`src/rtl/spi_flash_reader.sv`:
```
`timescale 1ns/1ps
`default_nettype none
// +----------------------------------------------------------------------------+
// | spi_flash_reader: mode-0 single-bit SPI flash read initiator. It sends a   |
// | command and a 24-bit address, then returns 4 bytes as one LE 32-bit word.  |
// | Optional: SPI_FLASH_READER_FAST_READ_EN selects FAST_READ with 8 dummies.  |
// | Revision: 1.0                                                              |
// +----------------------------------------------------------------------------+
module spi_flash_reader #(
  parameter int CLK_DIV  = 2,
  parameter int CSB_HIGH = 4
) (
  input  logic        clock,
  input  logic        resetb,
  input  logic        req_valid,
  output logic        req_ready,
  input  logic [23:0] req_addr,
  output logic        rsp_valid,
  input  logic        rsp_ready,
  output logic [31:0] rsp_data,
  output logic        busy,
  output logic        flash_csb,
  output logic        flash_clk,
  output logic        flash_io0,
  input  logic        flash_io1
);

`ifdef SPI_FLASH_READER_FAST_READ_EN
  localparam logic [7:0] CMD        = 8'h0B;
  localparam logic [6:0] TOTAL_BITS = 7'd72;
  localparam logic [6:0] DATA_START = 7'd40;
`else
  localparam logic [7:0] CMD        = 8'h03;
  localparam logic [6:0] TOTAL_BITS = 7'd64;
  localparam logic [6:0] DATA_START = 7'd32;
`endif
  localparam logic [7:0] DIV_LAST   = 8'(CLK_DIV - 1);
  localparam logic [7:0] GUARD_INIT = 8'(CSB_HIGH);

  typedef enum logic [1:0] {S_IDLE = 2'd0, S_SHIFT = 2'd1, S_RESP = 2'd2} state_t;

  state_t      state_q, state_d;
  logic [7:0]  div_q, div_d;
  logic [6:0]  bit_q, bit_d;
  logic        sclk_q, sclk_d;
  logic        csb_q, csb_d;
  logic [31:0] tx_q, tx_d;
  logic [31:0] rx_q, rx_d;
  logic        rsp_valid_q, rsp_valid_d;
  logic [31:0] rsp_data_q, rsp_data_d;
  logic        busy_q, busy_d;
  logic [7:0]  guard_q, guard_d;
  logic        tick;

  assign req_ready = (state_q == S_IDLE) && !rsp_valid_q && (guard_q == 8'd0);
  assign tick      = (div_q == DIV_LAST);

  always_comb begin
    state_d     = state_q;
    div_d       = div_q;
    bit_d       = bit_q;
    sclk_d      = sclk_q;
    csb_d       = csb_q;
    tx_d        = tx_q;
    rx_d        = rx_q;
    rsp_valid_d = rsp_valid_q;
    rsp_data_d  = rsp_data_q;
    busy_d      = busy_q;
    guard_d     = (guard_q != 8'd0) ? guard_q - 8'd1 : 8'd0;
    case (state_q)
      S_IDLE: begin
        if (req_valid && req_ready) begin
          state_d = S_SHIFT;
          tx_d    = {CMD, req_addr};
          rx_d    = 32'd0;
          csb_d   = 1'b0;
          busy_d  = 1'b1;
          div_d   = 8'd0;
          bit_d   = 7'd0;
        end
      end
      S_SHIFT: begin
        if (!tick) begin
          div_d = div_q + 8'd1;
        end else begin
          div_d = 8'd0;
          if (!sclk_q) begin
            sclk_d = 1'b1;
            bit_d  = bit_q + 7'd1;
            if (bit_q >= DATA_START) rx_d = {rx_q[30:0], flash_io1};
          end else begin
            // tx empties after 32 falls, so io0 naturally idles at 0 afterwards
            sclk_d = 1'b0;
            tx_d   = tx_q << 1;
            if (bit_q == TOTAL_BITS) begin
              csb_d       = 1'b1;
              busy_d      = 1'b0;
              rsp_valid_d = 1'b1;
              rsp_data_d  = {rx_q[7:0], rx_q[15:8], rx_q[23:16], rx_q[31:24]};
              guard_d     = GUARD_INIT;
              state_d     = S_RESP;
            end
          end
        end
      end
      S_RESP: begin
        if (rsp_ready) begin
          rsp_valid_d = 1'b0;
          state_d     = S_IDLE;
        end
      end
      default: state_d = S_IDLE;
    endcase
  end

  always_ff @(posedge clock or negedge resetb) begin
    if (!resetb) begin
      state_q     <= S_IDLE;
      div_q       <= 8'd0;
      bit_q       <= 7'd0;
      sclk_q      <= 1'b0;
      csb_q       <= 1'b1;
      tx_q        <= 32'd0;
      rx_q        <= 32'd0;
      rsp_valid_q <= 1'b0;
      rsp_data_q  <= 32'd0;
      busy_q      <= 1'b0;
      guard_q     <= GUARD_INIT;
    end else begin
      state_q     <= state_d;
      div_q       <= div_d;
      bit_q       <= bit_d;
      sclk_q      <= sclk_d;
      csb_q       <= csb_d;
      tx_q        <= tx_d;
      rx_q        <= rx_d;
      rsp_valid_q <= rsp_valid_d;
      rsp_data_q  <= rsp_data_d;
      busy_q      <= busy_d;
      guard_q     <= guard_d;
    end
  end

  assign rsp_valid = rsp_valid_q;
  assign rsp_data  = rsp_data_q;
  assign busy      = busy_q;
  assign flash_csb = csb_q;
  assign flash_clk = sclk_q;
  assign flash_io0 = tx_q[31];

endmodule
`default_nettype wire
```
`config.mk`:
```
export PLATFORM = sky130hd
export DESIGN_NAME = spi_flash_reader
export DESIGN_NICKNAME = d
export VERILOG_FILES = /design/src/rtl/spi_flash_reader.sv
export SDC_FILE = /design/constraint.sdc
export NUM_CORES = 1
export LEC_CHECK = 0
export ABC_AREA = 0
export BUFFER_PORTS_ARGS = -buffer_cell sky130_fd_sc_hd__buf_2
export CORE_ASPECT_RATIO = 1.75
export CORE_MARGIN = 1
export CORE_UTILIZATION = 54
export CTS_BUF_LIST = sky130_fd_sc_hd__clkbuf_8
export CTS_CLUSTER_DIAMETER = 100
export CTS_CLUSTER_SIZE = 14
export DETAILED_ROUTE_END_ITERATION = 10
export PLACE_DENSITY = 0.78
export SLEW_MARGIN = 10
export SYNTH_ARGS = -nofsm -noshare
export SYNTH_HDL_FRONTEND = slang
export SYNTH_SLANG_ARGS = --single-unit
```
`constraint.sdc`:
```
create_clock -name clock -period 2 [get_ports clock]
set_input_delay 0.3 -clock clock [delete_from_list [all_inputs] [get_ports clock]]
set_output_delay 0.3 -clock clock [all_outputs]
set_load 0.01 [all_outputs]
```
# Yosys cells after proc, flatten, opt, wreduce, memory -nomap -nowiden
# Index checks and enable logic that the tools add are counted.
# op_classes
addsub	3
n_mul	0
div	0
magnitude_cmp	1
eq_ne	11
shift	0
muxes	40
bitwise	0
n_reduce_logical	18
# op_table
operator	count
$mux W32	7
$pmux W32 S2	2
$mux W8	7
$mux W7	3
$reduce_and A5 Y1	4
$pmux W8 S2	1
$pmux W7 S2	1
$ne A2 B2 Y1 const B	6
$reduce_and A4 Y1	3
$mux W1	10
$mux W2	5
$add A8 B1 Y8 const B	1
$eq A8 B1 Y1 const B	1
$logic_not A8 Y1	1
$reduce_bool A8 Y1	1
$sub A8 B1 Y8 const B	1
$add A7 B1 Y7 const B	1
$eq A7 B7 Y1 const B	1
$ge A7 B6 Y1 const B	1
$pmux W1 S2	3
$pmux W2 S3	1
$reduce_and A2 Y1	2
$reduce_bool A2 Y1	2
$logic_and A1 B1 Y1	3
other kinds (5)	5
# word_totals
ff_bits	125
latchBits	0
ram_bits	0
rom_bits	0
in_bits	29
output_inout_bits	38
memories	0

# Depth between registers and ports, before layout
# depth
ltp_word	6
ltp_mapped	8

# Least setup slack after synthesis
# OpenSTA, ideal clock, no wires.
# synth_path
kind	reg-to-reg
start	register div_q[1]
end	register rsp_data_q[0], in the netlist rsp_data[0]
setup_time_ns	0.127
t_arrival_ns	1.818
t_required_ns	1.873
setup_slack_ns	0.054
stages_incl_launch_ff	9
n_path_buf	2
synth_period_minus_slack_ns	1.946
path_cell_list	dfrtp_1 -> inv_1 -> ha_1 -> nor3b_2 -> and2_1 -> and4_1 -> buf_4 -> buf_6 -> mux2_1
# synth_via
elab_chain_len	2
# synth_lines
element	line	text
start, declared	43	logic [7:0] div_q, div_d;
start signal, assigned	131	div_q <= div_d;
$eq A8 B1 Y1	56	assign tick = (div_q == DIV_LAST);
$reduce_and A4 Y1 (no line)	--	
end signal, assigned	138	rsp_data_q <= rsp_data_d;
end, declared	50	logic [31:0] rsp_data_q, rsp_data_d;
# Every way passes these cells.
# A chain may end at the register's enable or synchronous reset.

# Final worst setup path
# layout_path
start	register guard_q[0]
end	output port req_ready
# layout_via
elab_chain_len	2
# layout_lines
element	line	text
start, declared	52	logic [7:0] guard_q, guard_d;
start signal, assigned	140	guard_q <= guard_d;
$logic_not A8 Y1	55	assign req_ready = (state_q == S_IDLE) && !rsp_valid_q && (guard_q == 8'd0);
$logic_and A1 B1 Y1	55	
end, declared	16	output logic req_ready,
# Every way passes these cells.

==> load_flow_metrics.sql <==
INSERT INTO impl_metrics (metric_group, metric, value, unit) VALUES
('outcome', 'run_status', 'finished clean', ''),
('clock_tree', 'cts.path.max_buffers', '2', ''),
('pwr', 'fin_total_pwr', '9.17', 'mW'),
('route', 'detail_route.drc_violations', '0', ''),
('grt', 'first_global_vias', '4017', ''),
('placement', 'port-buffer-count', '66', ''),
('layout', 'nets', '608', ''),
('job', 'timing.max_cap.violations', '0', ''),
('setup_path', 'worst_r2r_endpoint', 'bit_q[5]', ''),
('route', 'routed_wire_length', '11.4', 'mm'),
('worst_hold_path', 'hold_path.class', 'in -> reg', ''),
('logic_synthesis', 'synth.top_cells.by_count', '123 x sky130_fd_sc_hd__dfrtp_1, 56 x sky130_fd_sc_hd__mux2i_1, 50 x sky130_fd_sc_hd__nand2_1, 40 x sky130_fd_sc_hd__nand3_1, 38 x sky130_fd_sc_hd__inv_1', ''),
('grt', 'groute.usage.overall', '22.0', '%'),
('logic_synthesis', 'synth_nets', '520', ''),
('sta', 'finalMaxSlewViolations', '0', ''),
('sta', 'final.min_clock_period', '1.98', 'ns'),
('logic_synthesis', 'most_frequently_used_cell_type_in_the_post_synthesis_netlist', 'sky130_fd_sc_hd__dfrtp_1', ''),
('route', 'routed-via-count', '3961', ''),
('route', 'final_antenna_violating_net_count', '0', ''),
('logic_synthesis', 'netlist_top_cells_area', 'sky130_fd_sc_hd__dfrtp_1 55%, sky130_fd_sc_hd__mux2i_1 10%, sky130_fd_sc_hd__mux2_1 5.7%, sky130_fd_sc_hd__nand3_1 3.6%, sky130_fd_sc_hd__nand2_1 3.4%', ''),
('floorplan', 'die_x', '78.6', 'um'),
('pwr', 'power-per-cell-area', '1370', 'nW/um2'),
('setup_path', 'reg2reg_setup_slack', '0.07', 'ns'),
('route', 'wl_per_cell', '16.1', 'um'),
('worst_hold_path', 'min_delay_path_depth', '2', ''),
('logic_synthesis', 'postSynthAreaPerCell', '11.4', 'um2'),
('placement', 'post-dp-hpwl', '7.23', 'mm'),
('logic_synthesis', 'netlist_instances', '485', ''),
('sta', 'setup_viol', '0', ''),
('layout', 'drive_gt1_share', '25.6', '%'),
('setup_path', 'crit_arrival', '1.68', 'ns'),
('layout', 'non_filler_instance_count_after_layout', '711', ''),
('floorplan', 'initial_core_util', '56.0', '%'),
('setup_path', 'critical_path.startpoint_type', 'flip-flop', ''),
('layout', 'syn_to_final_growth', '20.9', '%'),
('sta', 'slew_at_the_pin_closest_to_its_max_slew_limit', '0.635', 'ns'),
('setup_path', 'crit_path_max_fanout', '3', ''),
('placement', 'dp.cells', '670', ''),
('sta', 'max-slew-margin-rel', '57.7', '%'),
('clock_tree', 'cts-root-buf', 'sky130_fd_sc_hd__clkbuf_8', ''),
('placement', 'placedInstanceArea', '6120', 'um2'),
('worst_hold_path', 'holdCritStartpoint', 'req_addr[0]', ''),
('grt', 'antenna_violations_before_repair', '0', ''),
('sta', 'fmaxAchievable', '0.506', 'GHz'),
('floorplan', 'die_height', '136', 'um'),
('setup_path', 'crit_type', 'reg -> out', ''),
('grt', 'grt_max_degree', '60', ''),
('route', 'drt_iter0_drc', '141', ''),
('clock_tree', 'tritoncts.num_buffers', '17', ''),
('clock_tree', 'tritoncts', 'yes', ''),
('logic_synthesis', 'yosysUniqueCellTypes', '46', ''),
('logic_synthesis', 'ys.warnings.count', '0', ''),
('setup_path', 'setup.worst_path.end_class', 'output pin', ''),
('floorplan', 'dieArea', '10700', 'um2'),
('logic_synthesis', 'synthDominantAreaCellType', 'sky130_fd_sc_hd__dfrtp_1', ''),
('route', 'drt-vias-per-instance', '5.57', ''),
('setup_path', 'worstReg2RegStart', 'guard_q[1]', ''),
('floorplan', 'io-pin-count', '67', ''),
('floorplan', 'core.rowCount', '48', ''),
('clock_tree', 'htreeDepth', '4', ''),
('logic_synthesis', 'yosys_register_bits', '125', ''),
('setup_path', 'crit_startpoint', 'guard_q[0]', ''),
('logic_synthesis', 'asyncSetResetFlopFracSynth', '100', '%'),
('floorplan', 'core_area', '9910', 'um2'),
('sta', 'grt_setup_unrepaired', 'true', ''),
('pwr', 'vdd.ir_drop.worst', '0.845', 'mV'),
('logic_synthesis', 'ys_seq_area_share', '56.4', '%'),
('clock_tree', 'clkTransAtPathRegs', '0.07', 'ns'),
('sta', 'final.setup_skew', '0.0136', 'ns'),
('placement', 'gp_routability_congestion', '0.808', ''),
('route', 'drtPass1Iterations', '5', '');
## repair_timing
| action | 4_1_cts | 5_1_grt |
|---|---|---|
| resized for setup | 4 | 11 |
| setup endpoints to repair | 2 | 64 |
| pin swaps | 0 | 2 |
| hold endpoints to repair | 42 | 0 |
| cloned | 0 | 2 |
| hold buffers | 1 | 0 |
| buffers inserted | 3 | 3 |
## cell type report
| cell class | count | area, um2 |
|---|---|---|
| Sequential cell | 125 | 3130 |
| Inverter | 38 | 143 |
| Clock buffer | 17 | 234 |
| Fill cell | 738 | 3200 |
| Clock inverter | 15 | 196 |
| Multi-Input combinational cell | 296 | 2160 |
| Timing Repair Buffer | 95 | 682 |
| Tap cell | 125 | 156 |
## critical path, stage by stage (launching register included)
cell	delay (ns)
sky130_fd_sc_hd__dfrtp_1	0.39
sky130_fd_sc_hd__inv_2	0.11
sky130_fd_sc_hd__ha_4	0.14
sky130_fd_sc_hd__nor3b_4	0.18
sky130_fd_sc_hd__buf_4	0.15
sky130_fd_sc_hd__and3_4	0.17
sky130_fd_sc_hd__buf_6	0.09
## registers in the layout, summed over array words and instances, names as in the netlist
signal / cells
flash_clk: 1
rsp_valid: 1
rx_q: 32
busy: 1
bit_q: 7
rsp_data: 32
tx_q: 32
state_q: 2
guard_q: 8
div_q: 8
flash_csb: 1
## routing by layer
layer	vias up	wire [um]	track usage [%]
li1	1859	-	-
met1	1971	4490	23.7
met2	109	6330	40.1
met3	22	423	5.44
met4	0	179	9.36
met5	-	0	0
## cell usage in the layout, fill, tap and decap left out, types with 6 or more instances in the layout
cell type                  synthesis  routed
sky130_fd_sc_hd__dfrtp_1         123     121
sky130_fd_sc_hd__o21ai_0          30      30
sky130_fd_sc_hd__buf_4             1      20
sky130_fd_sc_hd__a22o_1            7       7
sky130_fd_sc_hd__mux2i_1          56      55
sky130_fd_sc_hd__mux2_1           28      28
sky130_fd_sc_hd__nor2_1            7       6
sky130_fd_sc_hd__buf_2             7      64
sky130_fd_sc_hd__clkbuf_8          0      17
sky130_fd_sc_hd__buf_12            0       7
sky130_fd_sc_hd__nand2_1          50      50
sky130_fd_sc_hd__or3_1             7       7
sky130_fd_sc_hd__nand3_1          40      40
sky130_fd_sc_hd__inv_1            38      36
## worst max path at each step
stage                   end  cells past startpoint
5_1_grt           req_ready                      6
2_1_floorplan   rsp_data[0]                      8
3_5_place_dp   rsp_data[10]                      7
3_3_place_gp   rsp_data[26]                      7
4_1_cts           req_ready                      6
6_report          req_ready                      6
## cells by family after synthesis
| kind of cell | count (synthesis) | synth area share, % |
|---|---|---|
| and+or+nand+nor | 138 | 12.9 |
| AOI/OAI and AO/OA | 60 | 6.61 |
| muxes | 88 | 16.6 |
| DFF | 125 | 56.4 |
| xor gates and xnor gates | 4 | 0.632 |
| buffers and inverters | 64 | 5.50 |
| adders and majority gates | 6 | 1.35 |
## through the flow
stage	setup slack, ns	hold slack (ns)	setup TNS, ns	utilization [%]
floorplan	0.0545	0.00441	0	-
global placement	0.0640	0.367	0	61.8
detailed placement	0.0358	0.369	0	61.8
CTS	0.00432	0.0598	0	66.6
global route	-0.0407	0.0943	-0.0730	67.7
finish	0.0233	0.0938	0	67.7
## report_power, final
group | total, mW | internal [mW] | leakage [nW] | switching (mW)
Sequential | 4.12 | 3.43 | 1.62 | 0.694
Clock | 2.38 | 1.35 | 0.208 | 1.03
Combinational | 2.67 | 1.28 | 1.84 | 1.39
Note: power is estimated with default switching activity, not from simulation.
